--- src/rtl/count_arbiter_pkg.sv ---
// Shared types and helpers for the round-robin count arbiter.
// Holds the FSM state encoding and the rotating-priority search.
package count_arbiter_pkg;

    typedef enum logic [1:0] {
        IDLE = 2'd0,
        RUN  = 2'd1,
        DONE = 2'd2
    } state_t;

    localparam int MAX_REQ = 8;
    localparam int IDX_W   = 3;

    // First set request at or after ptr, wrapping at nreq; returns ptr when none is set.
    function automatic logic [IDX_W-1:0] rr_next(
        input logic [IDX_W-1:0]   ptr,
        input logic [MAX_REQ-1:0] req,
        input int                 nreq
    );
        logic [IDX_W-1:0] pick;
        logic [IDX_W-1:0] idx;
        logic             found;
        logic             hit;
        pick  = ptr;
        found = 1'b0;
        for (int i = 0; i < MAX_REQ; i++) begin
            idx   = IDX_W'((int'(ptr) + i) % nreq);
            hit   = (i < nreq) && req[idx];
            pick  = (hit && !found) ? idx : pick;
            found = found | hit;
        end
        return pick;
    endfunction

endpackage

--- src/rtl/count_core.sv ---
// Shared WIDTH-bit up/down counter with synchronous load and terminal compare.
// Owned exclusively by count_arbiter; load has priority over stepping.
module count_core #(
    parameter int WIDTH = 8
) (
    input  logic             clk,
    input  logic             reset,
    input  logic             load,
    input  logic [WIDTH-1:0] load_val,
    input  logic             en,
    input  logic             up,
    input  logic [WIDTH-1:0] term,
    output logic [WIDTH-1:0] count,
    output logic             at_term
);

    logic [WIDTH-1:0] count_r;

    // Counter register: load, step by one, or hold.
    always_ff @(posedge clk or negedge reset) begin
        if (!reset) begin
            count_r <= {WIDTH{1'b0}};
        end else if (load) begin
            count_r <= load_val;
        end else if (en) begin
            count_r <= up ? (count_r + WIDTH'(1)) : (count_r - WIDTH'(1));
        end else begin
            count_r <= count_r;
        end
    end

    assign count   = count_r;
    assign at_term = (count_r == term);

endmodule

--- src/rtl/count_arbiter.sv ---
// Round-robin scheduler sharing one up/down counter among NREQ requesters.
// Grants one requester per run, steps the counter to its terminal and pulses done.
module count_arbiter
    import count_arbiter_pkg::*;
#(
    parameter int NREQ  = 4,
    parameter int WIDTH = 8
) (
    input  logic                  clk,
    input  logic                  reset,
    input  logic                  act,
    input  logic [NREQ-1:0]       req,
    input  logic [NREQ*WIDTH-1:0] len,
    input  logic [NREQ-1:0]       updown,
    output logic [NREQ-1:0]       gnt,
    output logic                  busy,
    output logic [WIDTH-1:0]      out,
    output logic [NREQ-1:0]       done
);

    localparam int               LEN_PAD_W = MAX_REQ * WIDTH;
    localparam logic [IDX_W-1:0] LAST_IDX  = IDX_W'(NREQ - 1);

    state_t             state_r, state_s;
    logic [IDX_W-1:0]   ptr_r, ptr_s;
    logic [IDX_W-1:0]   k_r, k_s;
    logic [WIDTH-1:0]   len_r, len_s;
    logic               up_r, up_s;
    logic [NREQ-1:0]    gnt_r, gnt_s;
    logic               busy_r, busy_s;
    logic [NREQ-1:0]    done_r, done_s;

    logic [MAX_REQ-1:0]   req_pad_s;
    logic [MAX_REQ-1:0]   updown_pad_s;
    logic [LEN_PAD_W-1:0] len_pad_s;
    logic [IDX_W-1:0]     pick_s;
    logic [WIDTH-1:0]     pick_len_s;
    logic [IDX_W-1:0]     next_ptr_s;
    logic                 owner_req_s;
    logic                 load_s;
    logic [WIDTH-1:0]     load_val_s;
    logic                 en_s;
    logic [WIDTH-1:0]     term_s;
    logic                 at_term_s;

    // Widen request-side vectors to the helper's fixed width so any NREQ indexes cleanly.
    assign req_pad_s    = MAX_REQ'(req);
    assign updown_pad_s = MAX_REQ'(updown);
    assign len_pad_s    = LEN_PAD_W'(len);

    assign pick_s      = rr_next(ptr_r, req_pad_s, NREQ);
    assign pick_len_s  = len_pad_s[int'(pick_s)*WIDTH +: WIDTH];
    assign next_ptr_s  = (k_r == LAST_IDX) ? {IDX_W{1'b0}} : (k_r + IDX_W'(1));
    assign owner_req_s = req_pad_s[k_r];
    assign term_s      = up_r ? len_r : {WIDTH{1'b0}};
    assign en_s        = (state_r == RUN) && owner_req_s && !at_term_s && act;

    count_core #(
        .WIDTH (WIDTH)
    ) u_core (
        .clk      (clk),
        .reset    (reset),
        .load     (load_s),
        .load_val (load_val_s),
        .en       (en_s),
        .up       (up_r),
        .term     (term_s),
        .count    (out),
        .at_term  (at_term_s)
    );

    // Next-state and next-output logic; abort has priority over reaching terminal.
    always_comb begin
        state_s    = state_r;
        ptr_s      = ptr_r;
        k_s        = k_r;
        len_s      = len_r;
        up_s       = up_r;
        gnt_s      = gnt_r;
        busy_s     = busy_r;
        done_s     = {NREQ{1'b0}};
        load_s     = 1'b0;
        load_val_s = {WIDTH{1'b0}};
        case (state_r)
            IDLE: begin
                if (|req_pad_s) begin
                    k_s        = pick_s;
                    len_s      = pick_len_s;
                    up_s       = updown_pad_s[pick_s];
                    load_s     = 1'b1;
                    load_val_s = updown_pad_s[pick_s] ? {WIDTH{1'b0}} : pick_len_s;
                    gnt_s      = NREQ'(8'b0000_0001 << pick_s);
                    busy_s     = 1'b1;
                    state_s    = RUN;
                end else begin
                    gnt_s  = {NREQ{1'b0}};
                    busy_s = 1'b0;
                end
            end
            RUN: begin
                if (!owner_req_s) begin
                    gnt_s   = {NREQ{1'b0}};
                    busy_s  = 1'b0;
                    ptr_s   = next_ptr_s;
                    state_s = IDLE;
                end else if (at_term_s) begin
                    done_s  = gnt_r;
                    state_s = DONE;
                end else begin
                    state_s = RUN;
                end
            end
            DONE: begin
                gnt_s   = {NREQ{1'b0}};
                busy_s  = 1'b0;
                ptr_s   = next_ptr_s;
                state_s = IDLE;
            end
            default: begin
                gnt_s   = {NREQ{1'b0}};
                busy_s  = 1'b0;
                state_s = IDLE;
            end
        endcase
    end

    // FSM and registered-output state.
    always_ff @(posedge clk or negedge reset) begin
        if (!reset) begin
            state_r <= IDLE;
            ptr_r   <= {IDX_W{1'b0}};
            k_r     <= {IDX_W{1'b0}};
            len_r   <= {WIDTH{1'b0}};
            up_r    <= 1'b0;
            gnt_r   <= {NREQ{1'b0}};
            busy_r  <= 1'b0;
            done_r  <= {NREQ{1'b0}};
        end else begin
            state_r <= state_s;
            ptr_r   <= ptr_s;
            k_r     <= k_s;
            len_r   <= len_s;
            up_r    <= up_s;
            gnt_r   <= gnt_s;
            busy_r  <= busy_s;
            done_r  <= done_s;
        end
    end

    assign gnt  = gnt_r;
    assign busy = busy_r;
    assign done = done_r;

endmodule

--- config.mk ---
export PLATFORM = sky130hd
export DESIGN_NAME = count_arbiter
export DESIGN_NICKNAME = d
export VERILOG_FILES = /design/src/rtl/count_arbiter_pkg.sv /design/src/rtl/count_core.sv /design/src/rtl/count_arbiter.sv
export SDC_FILE = /design/constraint.sdc
export NUM_CORES = 1
export LEC_CHECK = 0
export CAP_MARGIN = 0
export CORE_UTILIZATION = 25
export DETAILED_ROUTE_END_ITERATION = 12
export GPL_TIMING_DRIVEN = 1
export HOLD_SLACK_MARGIN = 0.1
export PLACE_DENSITY_LB_ADDON = 0.25
export SYNTH_ARGS = -nofsm -noshare
export SYNTH_HDL_FRONTEND = slang
export SYNTH_SLANG_ARGS = --single-unit
--- constraint.sdc ---
create_clock -name clk -period 2.1 [get_ports clk]
set_input_delay 0.42 -clock clk [delete_from_list [all_inputs] [get_ports clk]]
set_output_delay 0.42 -clock clk [all_outputs]
set_load 0.005 [all_outputs]
# == Word level (Yosys, flattened, before mapping) ==
# Index checks and enable logic that the tools add are counted.
# totals
ramBits,0
output_inout_bits,17
latch_bits,0
romBits,0
mem_count,0
ff_bits,34
inputBits,43
wordCells,93
# classes
n_mul,0
order_cmp,6
n_eq_ne,6
reduce_logical,19
mux,40
shifts,2
addsub,6
bitwise,5
div,0
# op_table
op,n
$shiftx A64 B7 Y8,1
$mux W8,7
$lt A3 B4 Y1 const B,5
$mux W4,5
$mux W3,6
$bmux W1 S3,5
$mux W1,9
$add A8 B1 Y8 const B,1
$eq A8 B8 Y1,1
$pmux W4 S2,1
$sub A8 B1 Y8 const B,1
$logic_and A1 B1 Y1,6
$mux W2,3
$pmux W3 S2,1
$reduce_or A2 Y1,3
$add A2 B2 Y2 const B,2
$logic_not A1 Y1,4
$lt A2 B4 Y1 const B,1
$ne A2 B2 Y1 const B,2
$pmux W2 S2,1
$reduce_and A2 Y1,2
$reduce_bool A2 Y1,2
$reduce_or A4 Y1,1
$shl A1 B3 Y4 const A,1
10 further kinds,13

# == Logic depth before layout (Yosys ltp) ==
# Gate-level depths: netlist of the first run.
# depth
word_depth,16
mapped_depth,10

# == Hierarchy ==
# Synthesis of the first run repeated with hierarchy kept, for this count alone.
# unflattened
hier_cells,273
hier_area_um2,2452.4
# by_module_without_submodules
module,seq_area_each_um2,instances,area_per_inst_um2,cells_each
count_arbiter,625.6,1,1696.6,187
count_core,200.2,1,755.7,86

# == Worst setup path after synthesis of the first run ==
# Ideal clock, no wire load.
# synth_path
path_kind,register -> register
startpoint,register up_r
endpoint,"register u_core.count_r[6], in the netlist u_core.count[6]"
setup_slack_ps,-18
setup_time_ps,82
arrival_ps,2036
required_ps,2018
stages_incl_launch_ff,11
path_cell_list,dfrtp_1 > buf_2 > inv_1 > fa_1 > a21o_1 > a21oi_1 > o21ai_0 > a21oi_1 > xnor2_1 > mux2i_1 > o22ai_1
# synth_between
elab_chain_len,6
word_cells_on_any_way,9
# synth_rtl
item,line_no,rtl
"start, declared",count_arbiter.sv:28,"logic up_r, up_s;"
"start signal, assigned",count_arbiter.sv:143,up_r <= up_s;
$mux W8,count_arbiter.sv:55,assign term_s = up_r ? len_r : {WIDTH{1'b0}};
$eq A8 B8 Y1,count_core.sv:33,assign at_term = (count_r == term);
$logic_not A1 Y1,count_arbiter.sv:56,assign en_s = (state_r == RUN) && owner_req_s && !at_term_s && act;
$logic_and A1 B1 Y1 (2 in series),count_arbiter.sv:56,
$reduce_bool A2 Y1 (no source line),--,
"end signal, assigned",count_core.sv:24,count_r <= load_val;
"end signal, assigned",count_core.sv:26,count_r <= up ? (count_r + WIDTH'(1)) : (count_r - WIDTH'(1));
"end signal, assigned",count_core.sv:28,count_r <= count_r;
"end, declared",count_core.sv:17,logic [WIDTH-1:0] count_r;
# Several ways; a longest one is shown, not always the timed one. The select of a mux whose other input is x is not followed.
# A chain may end at the register's enable or synchronous reset.

# == Final worst setup path of the first run ==
# layout_path
startpoint,input port req[0]
endpoint,"register u_core.count_r[4], in the netlist u_core.count[4]"
# layout_between
elab_chain_len,13
word_cells_on_any_way,36
# layout_rtl
item,line_no,rtl
"start, declared",count_arbiter.sv:12,"input logic [NREQ-1:0] req,"
branches (longest 13 deep; another with $shiftx A64 B7 Y8),--,
"end signal, assigned",count_core.sv:22,count_r <= {WIDTH{1'b0}};
"end signal, assigned",count_core.sv:24,
"end signal, assigned",count_core.sv:26,
# Parallel ways; which one is timed is not known. The select of a mux whose other input is x is not followed.

==> impl_metrics.json, run 1 <==
{
  "floorplan.initialDensity": 0.263,
  "post-route-util": 0.410,
  "slew_violations": 0,
  "drt_pass_1_iters": 4,
  "grt_overflow": 0,
  "synth_cell_type_count": 48,
  "startpoint_type": "primary input",
  "yosys_warnings": 0,
  "drv.max_cap_violation_count": 0,
  "dp.final_hpwl_mm": 4.83,
  "post-layout-total-power_mw": 5.05,
  "setup_total_negative_slack_ns": 0,
  "rsz0062_at_grt": "yes",
  "drc_errors": 0,
  "mappedNetlistNets": 277,
  "synth_sequential_area_ratio": 0.376,
  "antennaDiodeCount": 0,
  "p_per_area_mw_per_mm2": 1480,
  "worst_slew_pin_slew_ns": 0.634,
  "finalWorstSetupSlack_ns": 0.0764,
  "route.vias.total": 2056,
  "drive_gt1_frac": 0.280,
  "dieArea_mm2": 0.00917,
  "drt-vias-per-instance": 4.78,
  "synth-async-reset-ratio": 1.00,
  "required_ns": 2.26,
  "synth_top_area_share": 0.376,
  "wl_mm": 6.20,
  "synth_edf_count": 0,
  "post_synth_instance_area_mm2": 0.00220,
  "finalClockSkew_ns": 0.00251,
  "final-hold-violation-count": 0,
  "clock-root-buffer": "clkbuf_8",
  "clock.fmax_ghz": 0.494,
  "grt_util_all_layers": 0.142,
  "detail_route.iter0.violations": 84,
  "post_synth_main_area_contributors": "dfrtp_1 38%, mux2i_1 7.7%, ha_1 4.0%",
  "wire_per_inst_um": 14.4,
  "antenna_left": 0,
  "min_period_over_period": 0.964,
  "insertion_delay_ns": 0.28,
  "die_width_um": 95.7,
  "final.min_clock_period_ns": 2.02,
  "clkSinkCount": 33,
  "cts-buffers-inserted": 5,
  "synth_top_flop_cell": "dfrtp_1",
  "synth_seq_cells": 33,
  "status": "completed",
  "crit_slowest_cell": "a2111oi_4",
  "slew-limit-headroom": 0.574,
  "worstPathMaxFanout": 6,
  "cts_tree": "done",
  "max_stage_delay_ns": 0.35,
  "cts.htree.levels": 2,
  "via_count_of_the_first_global_routing_pass": 2003,
  "routability_cong": 0.806,
  "clk_pin_slew_ns": 0.06,
  "grt_max_degree": 34,
  "clock_tree.buffer_depth": 2,
  "number_of_buffers_added_on_ports": 59,
  "global_route_wire_length_before_repair_mm": 9.74,
  "rows": 33,
  "end_kind": "register",
  "synth_top_cell_by_area": "dfrtp_1",
  "cp_cell_sequence": "dlygate4sd2_1 -> nor2b_4 -> a2111oi_4 -> or2_4 -> buf_6 -> mux2i_1 -> mux2_4 -> nor2_1 -> o32a_2",
  "hp-class": "reg -> reg",
  "postSynthAreaPerCell_um2": 9.72,
  "synth.cells.most_frequent": "33 x dfrtp_1, 20 x nand2_1, 17 x mux2i_1, 12 x nor2_1, 11 x o22ai_1",
  "core_area_mm2": 0.00834,
  "timing.setup.critical_path_class": "in -> reg",
  "antenna_violations_before_repair": 0,
  "power.static_leakage_nw": 1.46,
  "postSynthCellCount": 226,
  "yosys.cell_count.top_type": "dfrtp_1",
  "setup_violations": 0,
  "fp.dieH_um": 95.7,
  "vdd.ir_drop.worst_mv": 0.358,
  "post-place-ws_ns": -0.518,
  "ioPinCount": 60,
  "timing.critical_path.arrival_ns": 2.18,
  "layout.nets": 376,
  "area.growth.synth_to_final_pct": 55.8
}
==> cells by family after synthesis <==
family / share of synthesized area
simple gates: 0.166
compound gates: 0.195
flops: 0.376
mux: 0.129
buf+inv: 0.0382
xor+xnor: 0.0478
fa+ha+maj: 0.0490
==> what timing repair did <==
item	4_1_cts	5_1_grt
gates resized for setup	15	27
buffers inserted	0	2
hold buffers	0	0
setup endpoints to repair	23	19
pin swaps	3	7
==> state kept, by name, indices dropped and copies added (netlist names) <==
signal and count:
up_r 1, ptr_r 2, done 4, len_r 8
busy 1, k_r 3, gnt 4, u_core.count 8
state_r 2
==> metrics by stage <==
stage	cell area, um^2	hold WS (ns)	std cells
after global routing	3420	0.558	430
final	3420	0.518	430
after detailed placement	3190	0.495	421
after CTS	3330	0.517	428
after floorplan	2200	0.124	226
after global placement	3190	0.487	421
==> metal layers <==
metal / global-route usage / part of all wire / vias to the layer above
met5: 0 / 0 / -
met4: 0.0448 / 0.0094 / 0
met3: 0.0340 / 0.060 / 5
met2: 0.226 / 0.46 / 57
met1: 0.190 / 0.47 / 954
li1: - / - / 1040
==> report_power, final <==
part / internal [mW] / leakage, nW / switching [mW]
Combinational: 1.84 / 1.01 / 1.47
Sequential: 0.909 / 0.412 / 0.365
Clock: 0.260 / 0.0443 / 0.212
Total: 3.00 / 1.46 / 2.05
==> layout make-up <==
cell class | instances | area, um^2
clock buffers | 7 | 86.3
fillers | 840 | 4920
inverters | 5 | 21.3
multi-input cells | 179 | 1420
flip-flops and latches | 33 | 831
well taps | 105 | 131
repair buffers | 101 | 935
==> worst paths after layout <==
kind,start,endpoint,slack [ns],depth (start not counted)
worst min-delay path,k_r[2],k_r[2],0.52,2
max in group asynchronous,reset,up_r,1.23,2
worst max-delay path,req[0],u_core.count[4],0.08,9
min in group asynchronous,reset,done[3],0.55,2
worst max register to register,up_r,u_core.count[3],0.08,8
worst min register to register,k_r[2],k_r[2],0.52,2
==> placed cells by master, fill, tap and decap left out, types with 3 or more instances in the layout <==
cell	n
o32a_2	3
xnor2_1	4
inv_1	4
clkdlybuf4s50_1	55
o22ai_1	8
and2_1	5
mux2_2	7
nor2_1	11
mux2i_1	17
clkbuf_8	6
xor2_1	7
ha_1	5
o21a_1	6
o21ai_1	8
nor3_1	5
nand4b_1	4
dfrtp_1	29
buf_12	3
nand3_1	8
o22ai_2	3
or3_1	3
nand2_1	20
a21oi_1	7
dfrtp_2	4
o21ai_2	3
o21ai_0	5
buf_4	38
==> critical path, delay by kind of cell <==
family,cells,cell delay [ns]
compound gates,2,0.53
buf+inv,2,0.40
mux,2,0.42
simple gates,3,0.40
(Power assumes the default switching activity.)
==> inputs of run 2 (changes only) <==
REMOVE_ABC_BUFFERS = 1   (was unset)
==> impl_metrics.json, run 2 (same netlist as run 1, synthesis figures left out) <==
{
  "drc_errors": 0,
  "fin_cells": 429,
  "timing.setup.critical_path_class": "reg -> reg",
  "cts.htree.levels": 2,
  "clock.fmax_ghz": 0.489,
  "p_per_area_mw_per_mm2": 1500,
  "cts-buffers-inserted": 5,
  "wl_mm": 5.79,
  "antennaDiodeCount": 0,
  "fp.dieH_um": 95.7,
  "dp.final_hpwl_mm": 4.32,
  "ctsHoldBuffers": 0,
  "min_period_over_period": 0.974,
  "antenna_violations_before_repair": 0,
  "route.vias.total": 2049,
  "cts_tree": "done",
  "insertion_delay_ns": 0.29,
  "layout.nets": 374,
  "floorplan.initialDensity": 0.263,
  "rows": 33,
  "slew_violations": 0,
  "routability_cong": 0.768,
  "status": "completed",
  "holdWs_ns": 0.499,
  "grt_overflow": 0,
  "mostFrequentLayoutCell": "clkdlybuf4s50_1",
  "final_cell_mix": "55 x clkdlybuf4s50_1, 38 x buf_4, 28 x dfrtp_1",
  "clock-root-buffer": "clkbuf_8",
  "drt_pass_1_iters": 4,
  "clock_tree.buffer_depth": 2,
  "startpoint_type": "register",
  "vdd.ir_drop.worst_mv": 0.541,
  "die_width_um": 95.7,
  "antenna_left": 0,
  "core_area_mm2": 0.00834,
  "drv.max_cap_violation_count": 0,
  "grt_max_degree": 34,
  "end_kind": "register",
  "worstPathMaxFanout": 9,
  "rsz0062_at_grt": "yes",
  "setup_violations": 0,
  "number_of_buffers_added_on_ports": 59,
  "placed_cells_incl_taps": 415,
  "final.min_clock_period_ns": 2.04,
  "global_route_wire_length_before_repair_mm": 9.40,
  "clkSinkCount": 33,
  "power.static_leakage_nw": 1.45,
  "detail_route.iter0.violations": 70,
  "timing.critical_path.arrival_ns": 2.23,
  "drt-vias-per-instance": 4.78,
  "drive_gt1_frac": 0.275,
  "finalClockSkew_ns": 0.00982,
  "clk_pin_slew_ns": 0.08,
  "required_ns": 2.29,
  "area.growth.synth_to_final_pct": 54.6,
  "wire_per_inst_um": 13.5,
  "slew-limit-headroom": 0.548,
  "final-hold-violation-count": 0,
  "worst_slew_pin_slew_ns": 0.672,
  "grt_util_all_layers": 0.134,
  "ioPinCount": 60,
  "hp-class": "reg -> reg",
  "via_count_of_the_first_global_routing_pass": 1974,
  "dieArea_mm2": 0.00917
}
run 2: cell types whose count changed in the layout (fill, tap and decap cells not counted), sizes merged:
cell,previous run,this run
buf,42,40
clkinv,0,1
clkbuf,9,6
clkdlybuf4s15,0,1
clkinvlp,0,1
bufinv,0,1
run 2: per-layer routing:
metal,up-vias,part of all wire,track usage
met1,956,0.47,0.175
met3,8,0.046,0.0332
met2,44,0.47,0.220
met5,-,0,0
li1,1041,-,-
met4,0,0.014,0.0386
run 2: what timing repair did:
action	CTS	global route
gates resized for setup	17	18
pin swaps	3	8
endpoints found under the setup margin	20	19
buffers inserted	0	6
run 2: layout make-up:
cell class,instances,area [um^2]
Tap cell,105,131
Clock inverter,3,46.3
Timing Repair Buffer,99,908
Clock buffer,5,68.8
Multi-Input combinational cell,179,1390
Inverter,5,21.3
Sequential cell,33,832
Fill cell,851,4940
run 2: critical path, stage by stage (launching register included):
cell and delay (ns):
dfrtp_2 0.43, buf_4 0.16, a2111oi_4 0.36, or2_4 0.23, buf_12 0.14, mux2i_1 0.21, mux2i_1 0.12, o2bb2ai_1 0.13
and3_1 0.17
run 2: stage by stage:
stage / power [mW] / utilization / cell area [um^2] / TNS (ns) / setup slack [ns]
floorplan: 2.94 / - / 2130 / -0.0610 / -0.0610
global placement: 4.12 / 0.376 / 3130 / -10.27 / -0.534
detailed placement: 4.16 / 0.376 / 3130 / -11.68 / -0.556
CTS: 4.89 / 0.396 / 3300 / 0 / 0.0316
global route: 5.55 / 0.407 / 3400 / -0.260 / -0.0598
finish: 5.08 / 0.407 / 3400 / 0 / 0.0552
run 2: report_power, final:
group | internal, mW | switching (mW)
clock network | 0.355 | 0.256
registers | 0.910 | 0.335
logic | 1.78 | 1.45
total | 3.05 | 2.04
run 2: worst paths after layout:
path / from / to / slack [ns] / cells past startpoint
worst max-delay path: ptr_r[1] / u_core.count[7] / 0.06 / 8
worst min-delay path: busy / busy / 0.50 / 2
worst max register to register: ptr_r[1] / u_core.count[7] / 0.06 / 8
worst min register to register: busy / busy / 0.50 / 2
max in group asynchronous: reset / u_core.count[1] / 1.22 / 2
min in group asynchronous: reset / done[1] / 0.54 / 2
==> inputs of run 3 (changes only) <==
CORE_ASPECT_RATIO = 0.8   (was unset)
==> impl_metrics.json, run 3 (same netlist as run 1, synthesis figures left out) <==
{
  "grt_max_degree": 34,
  "final-hold-violation-count": 0,
  "antenna_left": 0,
  "cts-buffers-inserted": 5,
  "global_route_wire_length_before_repair_mm": 10.2,
  "drive_gt1_frac": 0.294,
  "final_cell_mix": "55 x clkdlybuf4s50_1, 41 x buf_4, 29 x dfrtp_1",
  "worst_path_most_repeated_cell": "buf_4",
  "rows": 30,
  "route.top_layer_used": "met4",
  "dp.final_hpwl_mm": 4.57,
  "crit_buf_inv": 2,
  "drv.max_cap_violation_count": 0,
  "fin_cells": 442,
  "cp_cell_sequence": "buf_4 -> nand4b_1 -> o22ai_1 -> o22ai_2 -> nor2_1 -> and3b_2 -> buf_4 -> o32a_2",
  "worstPathMaxFanout": 5,
  "antenna_violations_before_repair": 0,
  "fp.dieH_um": 85.9,
  "number_of_buffers_added_on_ports": 59,
  "final_cell_area_mm2": 0.00350,
  "route.met3.wl_um": 363,
  "drt_pass_1_iters": 4,
  "via_count_of_the_first_global_routing_pass": 2065,
  "filler_cell_count": 851,
  "min_period_over_period": 0.972,
  "ctsHoldBuffers": 0,
  "rsz0062_at_grt": "yes",
  "detail_route.iter0.violations": 69,
  "finalClockSkew_ns": 0.00661,
  "clock-root-buffer": "clkbuf_8",
  "cts.htree.levels": 2,
  "floorplan.initialDensity": 0.258,
  "required_ns": 2.27,
  "startpoint_type": "register",
  "wire_per_inst_um": 14.0,
  "wl_mm": 6.18,
  "post-layout-total-power_mw": 5.27,
  "cts_tree": "done",
  "vdd.ir_drop.worst_mv": 0.500,
  "clk_pin_slew_ns": 0.07,
  "placed_instance_area_mm2": 0.00319,
  "final.min_clock_period_ns": 2.04,
  "clock_tree.buffer_depth": 2,
  "drc_errors": 0,
  "route.vias.total": 2113,
  "routability_cong": 0.760,
  "power.static_leakage_nw": 1.49,
  "timing.critical_path.arrival_ns": 2.21,
  "dieArea_mm2": 0.00917,
  "status": "completed",
  "grt_overflow": 0,
  "slew-limit-headroom": 0.498,
  "layout.nets": 380,
  "slew_violations": 0,
  "drt-met1-wl_mm": 3.22,
  "worst_slew_pin_slew_ns": 0.746,
  "timing.critical_path.max_delay_family": "compound AO/OA/AOI/OAI gates",
  "max_stage_delay_ns": 0.42,
  "area.growth.synth_to_final_pct": 59.4,
  "ioPinCount": 60,
  "drt-vias-per-instance": 4.78,
  "die_width_um": 107,
  "timing.setup.critical_path_class": "reg -> reg",
  "core_area_mm2": 0.00852,
  "met2_length_mm": 2.54,
  "clkSinkCount": 33,
  "clock.fmax_ghz": 0.490,
  "crit_slowest_cell": "dfrtp_2",
  "antennaDiodeCount": 0,
  "hp-class": "reg -> reg",
  "end_kind": "register",
  "grt_util_all_layers": 0.143,
  "setup_violations": 0,
  "insertion_delay_ns": 0.29,
  "placed_cells_incl_taps": 428,
  "mostFrequentLayoutCell": "clkdlybuf4s50_1",
  "p_per_area_mw_per_mm2": 1500
}
[run 3: layout make-up]
cell class	instances	area (um^2)	area share
inverter	5	18.8	0.00536
timing repair buffer	105	966	0.276
sequential	33	831	0.237
clock inverter	3	46.3	0.0132
clock buffer	5	68.8	0.0196
tap	112	140	0.0400
multi-input combinational	179	1430	0.409
[run 3: worst paths after layout]
check | start | endpoint | slack (ns) | cells past startpoint
max | u_core.count[0] | u_core.count[4] | 0.06 | 8
min | busy | busy | 0.50 | 2
max reg2reg | u_core.count[0] | u_core.count[4] | 0.06 | 8
min reg2reg | busy | busy | 0.50 | 2
max in group asynchronous | reset | u_core.count[0] | 1.23 | 2
min in group asynchronous | reset | ptr_r[0] | 0.54 | 2
[run 3: routing by layer]
layer	track usage	up-vias
met5	0	-
met2	0.203	51
met3	0.0372	4
li1	-	1047
met1	0.213	1011
met4	0.0336	0
[run 3: what timing repair did]
item / in CTS / in global routing
pin swaps: 4 / 6
buffers inserted: 4 / 2
endpoints found under the setup margin: 21 / 18
gates resized for setup: 25 / 22
[run 3: stage by stage]
stage / TNS [ns] / setup WS, ns / util / hold WS (ns)
final: 0 / 0.0587 / 0.411 / 0.497
after global routing: -0.561 / -0.0871 / 0.411 / 0.536
after global placement: -11.16 / -0.544 / 0.374 / 0.480
after floorplan: -0.0610 / -0.0610 / - / 0.124
after CTS: 0 / 0.0120 / 0.400 / 0.496
after detailed placement: -11.95 / -0.558 / 0.374 / 0.468
[run 3: power breakdown]
group / leakage (nW) / switching, mW / internal, mW
clock network: 0.0543 / 0.259 / 0.355
registers: 0.412 / 0.337 / 0.908
logic: 1.02 / 1.53 / 1.88
[run 3: worst register-to-register path, cell delays in order, from the launching register on]
cell and delay [ns]:
dfrtp_2 0.42, buf_4 0.16, nand4b_1 0.16, o22ai_1 0.19
o22ai_2 0.13, nor2_1 0.13, and3b_2 0.26, buf_4 0.16
o32a_2 0.32
